--- src/rtl/uart_pkg.sv ---
// Shared serial-link definitions used by both the frame transmitter and receiver.
package uart_pkg;

  typedef enum logic [1:0] {
    IDLE  = 2'd0,
    START = 2'd1,
    DATA  = 2'd2,
    STOP  = 2'd3
  } rx_state_t;

  localparam int DATA_BITS  = 8;
  localparam int FRAME_BITS = 10;

endpackage

--- src/rtl/bit_sync.sv ---
// Two-flop synchronizer for a single asynchronous input; both stages reset to 1
// so an idle-high line looks idle straight out of reset.
module bit_sync (
  input  logic clk,
  input  logic reset,
  input  logic d,
  output logic q
);

  logic meta_r;

  // Metastability filter chain.
  always_ff @(posedge clk or posedge reset) begin
    if (reset) begin
      meta_r <= 1'b1;
      q      <= 1'b1;
    end else begin
      meta_r <= d;
      q      <= meta_r;
    end
  end

endmodule

--- src/rtl/sipo_rx.sv ---
// Oversampling serial receiver: finds the start bit, samples each bit at its
// midpoint and delivers the byte in parallel with a one-cycle valid strobe.
module sipo_rx
  import uart_pkg::*;
#(
  parameter int OVERSAMPLE = 16
) (
  input  logic                 sr_clk,
  input  logic                 reset,
  input  logic                 data_in,
  output logic [DATA_BITS-1:0] data_out,
  output logic                 valid,
  output logic                 frame_err,
  output logic                 busy
);

  localparam int TW = $clog2(OVERSAMPLE);
  localparam logic [TW-1:0] TICK_MID  = TW'(OVERSAMPLE / 2 - 1);
  localparam logic [TW-1:0] TICK_LAST = TW'(OVERSAMPLE - 1);
  localparam logic [TW-1:0] TICK_ONE  = TW'(1);

  logic                 line_s;
  logic                 line_q;
  rx_state_t            state_r;
  logic [TW-1:0]        tick_r;
  logic [2:0]           bitn_r;
  logic [DATA_BITS-1:0] shreg_r;

  bit_sync u_sync (
    .clk   (sr_clk),
    .reset (reset),
    .d     (data_in),
    .q     (line_s)
  );

  // Previous synchronized sample for falling-edge detection.
  always_ff @(posedge sr_clk or posedge reset) begin
    if (reset) begin
      line_q <= 1'b1;
    end else begin
      line_q <= line_s;
    end
  end

  // Frame FSM; START counts only to the start-bit midpoint, so every later
  // full-bit count lands on a bit centre, and STOP ends at the stop midpoint.
  always_ff @(posedge sr_clk or posedge reset) begin
    if (reset) begin
      state_r   <= IDLE;
      tick_r    <= '0;
      bitn_r    <= 3'd0;
      shreg_r   <= '0;
      data_out  <= '0;
      valid     <= 1'b0;
      frame_err <= 1'b0;
      busy      <= 1'b0;
    end else begin
      valid     <= 1'b0;
      frame_err <= 1'b0;
      case (state_r)
        IDLE: begin
          tick_r <= '0;
          if (line_q && !line_s) begin
            state_r <= START;
            busy    <= 1'b1;
          end else begin
            state_r <= IDLE;
            busy    <= 1'b0;
          end
        end
        START: begin
          if (tick_r == TICK_MID) begin
            tick_r <= '0;
            bitn_r <= 3'd0;
            if (!line_s) begin
              state_r <= DATA;
            end else begin
              state_r <= IDLE;
              busy    <= 1'b0;
            end
          end else begin
            tick_r <= tick_r + TICK_ONE;
          end
        end
        DATA: begin
          if (tick_r == TICK_LAST) begin
            tick_r  <= '0;
            shreg_r <= {line_s, shreg_r[DATA_BITS-1:1]};
            if (bitn_r == 3'd7) begin
              state_r <= STOP;
            end else begin
              bitn_r <= bitn_r + 3'd1;
            end
          end else begin
            tick_r <= tick_r + TICK_ONE;
          end
        end
        STOP: begin
          if (tick_r == TICK_LAST) begin
            tick_r  <= '0;
            state_r <= IDLE;
            busy    <= 1'b0;
            if (line_s) begin
              data_out <= shreg_r;
              valid    <= 1'b1;
            end else begin
              frame_err <= 1'b1;
            end
          end else begin
            tick_r <= tick_r + TICK_ONE;
          end
        end
        default: begin
          state_r <= IDLE;
          tick_r  <= '0;
          busy    <= 1'b0;
        end
      endcase
    end
  end

endmodule

--- config.mk ---
export PLATFORM = sky130hd
export DESIGN_NAME = sipo_rx
export DESIGN_NICKNAME = d
export VERILOG_FILES = /design/src/rtl/uart_pkg.sv /design/src/rtl/bit_sync.sv /design/src/rtl/sipo_rx.sv
export SDC_FILE = /design/constraint.sdc
export NUM_CORES = 1
export LEC_CHECK = 0
export ABC_AREA = 1
export ABC_CLOCK_PERIOD_IN_PS = 1500
export BUFFER_PORTS_ARGS = -buffer_cell sky130_fd_sc_hd__buf_2
export CORE_ASPECT_RATIO = 0.5
export CORE_UTILIZATION = 51
export DETAILED_ROUTE_END_ITERATION = 7
export PLACE_DENSITY = 0.73
export RECOVER_POWER = 25
export SLEW_MARGIN = 20
export SYNTH_ARGS = -nofsm -noshare
export SYNTH_HDL_FRONTEND = slang
export SYNTH_SLANG_ARGS = --single-unit
--- constraint.sdc ---
create_clock -name sr_clk -period 1.5 [get_ports sr_clk]
set_clock_uncertainty 0.15 [all_clocks]
set_input_delay 0.3 -clock sr_clk [delete_from_list [all_inputs] [get_ports sr_clk]]
set_output_delay 0.3 -clock sr_clk [all_outputs]
set_load 0.01 [all_outputs]
==> Word-level counts from Yosys, hierarchy flattened <==
Cells that the tools add are included.
W data, S select, Z words.
{ "word_totals": {"ff_bits": 31, "input_bits": 3, "word_cells": 61} }
{ "op_classes": {"add_sub_neg": 2, "n_eq_ne": 12, "mux": 25, "n_reduce_logical": 11} }
{ "op_table": {"columns": ["operator", "count"], "rows": [
  ["$pmux W4 S3", 1],
  ["$reduce_and A4 Y1", 3],
  ["$mux W1", 11],
  ["$mux W2", 5],
  ["$ne A2 B2 Y1 const B", 5],
  ["$mux W3", 3],
  ["$mux W4", 2],
  ["$pmux W2 S4", 1],
  ["$pmux W3 S2", 1],
  ["$add A4 B1 Y4 const B", 1],
  ["$eq A2 B2 Y1 const B", 2],
  ["$eq A4 B3 Y1 const B", 1],
  ["$eq A4 B4 Y1 const B", 1],
  ["$add A3 B1 Y3 const B", 1],
  ["$eq A3 B3 Y1 const B", 1],
  ["$pmux W1 S3", 1],
  ["$reduce_and A3 Y1", 1],
  ["$reduce_bool A3 Y1", 1],
  ["$eq A2 B1 Y1 const B", 1],
  ["$logic_not A2 Y1", 1],
  ["$ne A2 B1 Y1 const B", 1],
  ["$reduce_and A2 Y1", 1],
  ["$reduce_bool A2 Y1", 1],
  ["$reduce_or A2 Y1", 1],
  ["other kinds (2)", 2]
]} }

==> Depth between registers and ports, before layout <==
{ "logic_depth": {"depth_word": 4, "ltp_mapped": 9, "ltp_nobuf": 9} }

==> Hierarchy <==
Synthesis repeated with hierarchy kept, for this count alone.
{ "unflattened": {"cells_unflattened": 144, "hier_area_um2": 1395.1} }
{ "modules_own_cells": {"columns": ["mod", "instances", "cells_each", "area_each_um2"], "rows": [
  ["sipo_rx", 1, 141, 1338.8],
  ["bit_sync", 1, 3, 56.3]
]} }

==> Worst setup path before layout <==
No wires, ideal clock.
{ "synth_timing": {"path_type": "flip-flop to flip-flop", "start": "reg tick_r[0]", "end": "reg data_out[1]", "setup_time_ns": 0.118, "t_arrival_ns": 1.150, "t_required_ns": 1.232, "slack_ns": 0.082, "stages_incl_launch_ff": 8, "n_path_buf": 1, "period_less_slack_ns": 1.418, "cell_sequence": "dfrtp_1 ha_1 nand3_1 inv_2 nand3_4 buf_6 nand2_1 o21ai_2"} }
{ "synth_between": {"elab_chain_len": 2} }
{ "synth_rtl": {"columns": ["element", "line", "rtl"], "rows": [
  ["start, declared", "sipo_rx.sv:25", "logic [TW-1:0] tick_r;"],
  ["start signal, assigned", "sipo_rx.sv:82", "tick_r <= tick_r + TICK_ONE;"],
  ["start signal, assigned", "sipo_rx.sv:95", "tick_r <= tick_r + TICK_ONE;"],
  ["start signal, assigned", "sipo_rx.sv:110", "tick_r <= tick_r + TICK_ONE;"],
  ["$eq A4 B4 Y1", "sipo_rx.sv:99", "if (tick_r == TICK_LAST) begin"],
  ["$reduce_and A3 Y1 (no source line)", null, null],
  ["end signal, assigned", "sipo_rx.sv:104", "data_out <= shreg_r;"],
  ["end, declared", "sipo_rx.sv:11", "output logic [DATA_BITS-1:0] data_out,"]
]} }
No other way between the ends.
A chain may end at the register's enable or synchronous reset.

==> Final worst setup path <==
{ "layout_timing": {"start": "reg state_r[0]", "end": "reg bitn_r[2]"} }
{ "layout_between": {"elab_chain_len": 3, "word_cells_on_any_way": 8} }
{ "layout_rtl": {"columns": ["element", "line", "rtl"], "rows": [
  ["start, declared", "sipo_rx.sv:24", "rx_state_t state_r;"],
  ["start signal, assigned", "sipo_rx.sv:49", "state_r <= IDLE;"],
  ["start signal, assigned", "sipo_rx.sv:64", "state_r <= START;"],
  ["start signal, assigned", "sipo_rx.sv:67", "state_r <= IDLE;"],
  ["$eq A2 B2 Y1 or $eq A2 B1 Y1 (tied branches)", "sipo_rx.sv:60", "case (state_r)"],
  ["$ne A2 B2 Y1 (no source line) or $reduce_bool A2 Y1 (tied branches)", null, null],
  ["$reduce_and A4 Y1 (no source line)", null, null],
  ["end signal, assigned", "sipo_rx.sv:92", "bitn_r <= bitn_r + 3'd1;"],
  ["end, declared", "sipo_rx.sv:26", "logic [2:0] bitn_r;"]
]} }
Parallel ways exist; a longest one is shown, timed or not.

==> results by group <==
Synthesis
  – Top cell type by total area after synthesis: dfrtp_1
  – Commonest cells post-synth: nand2_1, dfrtp_1, inv_1
  – Synth Area in Compound Gates: 0.120
  – Simple-gate share of the synthesized area: 0.188
  – Most common cell in the netlist: nand2_1
  – Yosys cell types: 22
  – EDFF count, synth: 0
  – Netlist Area Pre-Place: about 1300 um^2
  – Area fraction of the dominant cell type after synthesis: 0.528
  – Synth Warn #: 0
  – Syn Area/Cell: a little under 10 um^2
  – Ys flop type: dfrtp_1
  – Area contributors post-synth: dfrtp_1, nand2_1, dfstp_2, o21ai_1, o21ai_2
  – Main combinational cell family by area after synthesis: simple AND/OR/NAND/NOR gates
  – Synth Register Bits: 31
  – XOR/XNOR Fraction of Synth Area: 0.00660
  – Register area share after synthesis: 0.587
  – Mux contribution to synthesized area: 0
  – Syn_nets: 142
  – Adder-Cell Fraction of Synth Area: 0.0283
  – Ys async rst share: 1.00
  – Cells after Synth: ~140

STA
  – Worst slew pin tran: roughly 420 ps
  – Final hold violations: 0
  – Fmax: 0.630 GHz
  – Relative slew slack: 0.723
  – Worst Slack Setup Final: -86.1 ps
  – Hold WS: 210 ps
  – RSZ-0062 raised after global routing: yes
  – Fin crit share: 1.06
  – Final setup TNS: -103 ps
  – Minimum clock period: about 1600 ps
  – Setup Viol. Count Final: 3
  – Max-slew violations: 0

Pwr
  – Power share of the clock group: 0.358
  – Leakage: slightly above 0.0008 uW
  – Switching part of the total: 0.311
  – P_sw: between 800 and 900 uW
  – Combinational share of power: 0.266
  – Power per cell area: around 1600 nW/um^2
  – Internal Power: ~1900 uW
  – Max IR drop VDD: around 0.00069 V
  – Sequential Power Share: 0.376

Min path
  – Hold Path Cell Cnt: 0
  – Hold Path Class: reg -> reg

Cells and area
  – # fillers: 167
  – Layout cells sized above 1: 0.398
  – N_diodes: 0
  – Fin util: 0.740
  – Fin cells: 201
  – Synth-to-Final Area Change: 30.5%
  – # nets final: 171

Drt
  – WL final: approximately 2800 um
  – Router iterations before antenna repair: 4
  – Routed wire length per instance: around 14 um
  – DRC: 0
  – Routed Antenna Nets: 0
  – Routed vias/inst: approximately 5.0
  – Via count: around 1.0k
  – Detailed Route Iter0 Violations: 89

Worst setup path
  – Worst path required time: 1530 ps
  – Worst Path Arrival: 1620 ps
  – Worst-path fanout max: 6
  – Worst r2r path cells: 7
  – Crit path launch type: flip-flop
  – Crit Path Class: reg -> reg
  – Critical Path Sink Type: flip-flop

GRT
  – GRT Util Overall: 0.212
  – Initial antenna violation count: 0
  – Global-route wire length before repair: 4120 um
  – Grt ovf: 0
  – Vias in the first global route: 918
  – Pin count of the biggest net entering global routing: 32

Floorplanning
  – Starting Density: 0.567
  – Site Rows: 12
  – Die Area: approximately 2800 um^2
  – Chip width: 74.2 um
  – Top Ports: 14
  – Core ar.: roughly 2300 um^2
  – Die Y-Extent: 38.1 um

Placed design
  – Placed insts: 185
  – Port buffer count: 13
  – Routability cong.: around 0.83
  – DPL Wire Length: between 1500 and 2000 um

Clock network
  – Clock-pin slew on the worst setup and hold paths: around 70 ps
  – Clock Sinks: 31
  – Clock Path Buffers: 2
  – Root buf cell: clkbuf_8
  – CTS Buf Count: 5
  – CTS tree: yes
  – Clk Latency, worst-skew pair: approximately 280 ps
  – CTS H-tree lvls: 2

Outcome
  – Status: complete, but fails checks
  – Violated checks: negative setup slack

Run
  – Max Cap Viol: 0
==> final timing paths <==
| path | from | end | slack [ps] |
|---|---|---|---|
| worst max-delay path | state_r[0] | bitn_r[2] | -90 |
| worst min-delay path | u_sync.meta_r | u_sync.q | 210 |
| worst max register to register | state_r[0] | bitn_r[2] | -90 |
| worst min register to register | u_sync.meta_r | u_sync.q | 210 |
| max in group asynchronous | reset | line_q | 350 |
| min in group asynchronous | reset | data_out[0] | 520 |
==> cells in the final DEF, fill, tap and decap left out, types with 2 or more instances in the layout <==
master / netlist / final
buf_4: 0 / 7
ha_4: 0 / 2
o21ai_1: 13 / 13
nand2_4: 0 / 2
dfstp_2: 3 / 3
nor2_1: 2 / 2
bufinv_16: 0 / 2
inv_2: 4 / 5
inv_1: 15 / 14
nand2_2: 2 / 8
buf_2: 0 / 13
a21oi_1: 2 / 2
dfrtp_2: 0 / 2
o21ai_0: 3 / 2
nand3_1: 4 / 3
nand3_4: 1 / 4
nand2_1: 39 / 31
dlygate4sd3_1: 0 / 2
nor2_4: 1 / 2
clkbuf_8: 0 / 5
dfrtp_1: 28 / 26
o21ai_2: 7 / 8
==> cells by family (layout without fill, tap and decap cells) <==
logic type,after synthesis,after routing
xor+xnor,1,1
simple gates,54,55
flops,31,31
buf+inv,21,50
fa+ha+maj,3,3
compound gates,26,26
==> worst max-delay path: stages (launching register included) <==
cell     delay [ps]
dfrtp_2         440
inv_2            70
nor2_2          210
nand2_2         140
buf_4           160
nand3_4         100
nand2_2          80
o21ai_1         130
==> timing repair <==
item | CTS | global route
setup buffers | 0 | 5
endpoints found under the hold margin | 29 | 0
setup endpoints to repair | 17 | 22
gates resized for setup | 3 | 22
hold buffers | 2 | 0
gates cloned | 1 | 0
pin swaps | 0 | 6
==> sequential cells by signal, summed over array words and instances, names as in the netlist, named ones only <==
name and count:
bitn_r 3, busy 1, data_out 8, frame_err 1
line_q 1, shreg_r 8, state_r 1, tick_r 4
u_sync.meta_r 1, u_sync.q 1, valid 1
==> final cells by class <==
cell class	count	area (um^2)	share of cell area
Timing Repair Buffer	23	145	0.0838
Inverter	19	71.3	0.0412
Multi-Input combinational cell	85	558	0.322
Sequential cell	31	782	0.451
Clock inverter	2	60.1	0.0347
Clock buffer	6	72.6	0.0419
Tap cell	35	43.8	0.0253
==> power groups by stage <==
stage                     Clock, uW  Combinational (uW)  Sequential (uW)
after detailed placement          0                 486             1020
final                           974                 726             1030
after CTS                       983                 508             1010
after floorplan                   0                 356             1010
after global placement            0                 472             1020
after global routing           1030                 804             1030
==> routing by layer <==
layer | share of wire | routed length [um] | global-route usage
met2 | 0.44 | 1220 | 0.314
met4 | 0.028 | 79 | 0.0625
met3 | 0.056 | 156 | 0.0842
met1 | 0.48 | 1320 | 0.287
met5 | 0 | 0 | 0
==> through the flow <==
step,total power [uW],setup WS [ps],instance area (um^2)
after floorplan,1370,82.4,1330
after global placement,1490,-6.33,1450
after detailed placement,1510,-41.2,1450
after CTS,2500,12.1,1630
after global routing,2860,-115,1730
final,2720,-86.1,1730
(Power assumes the default switching activity.)
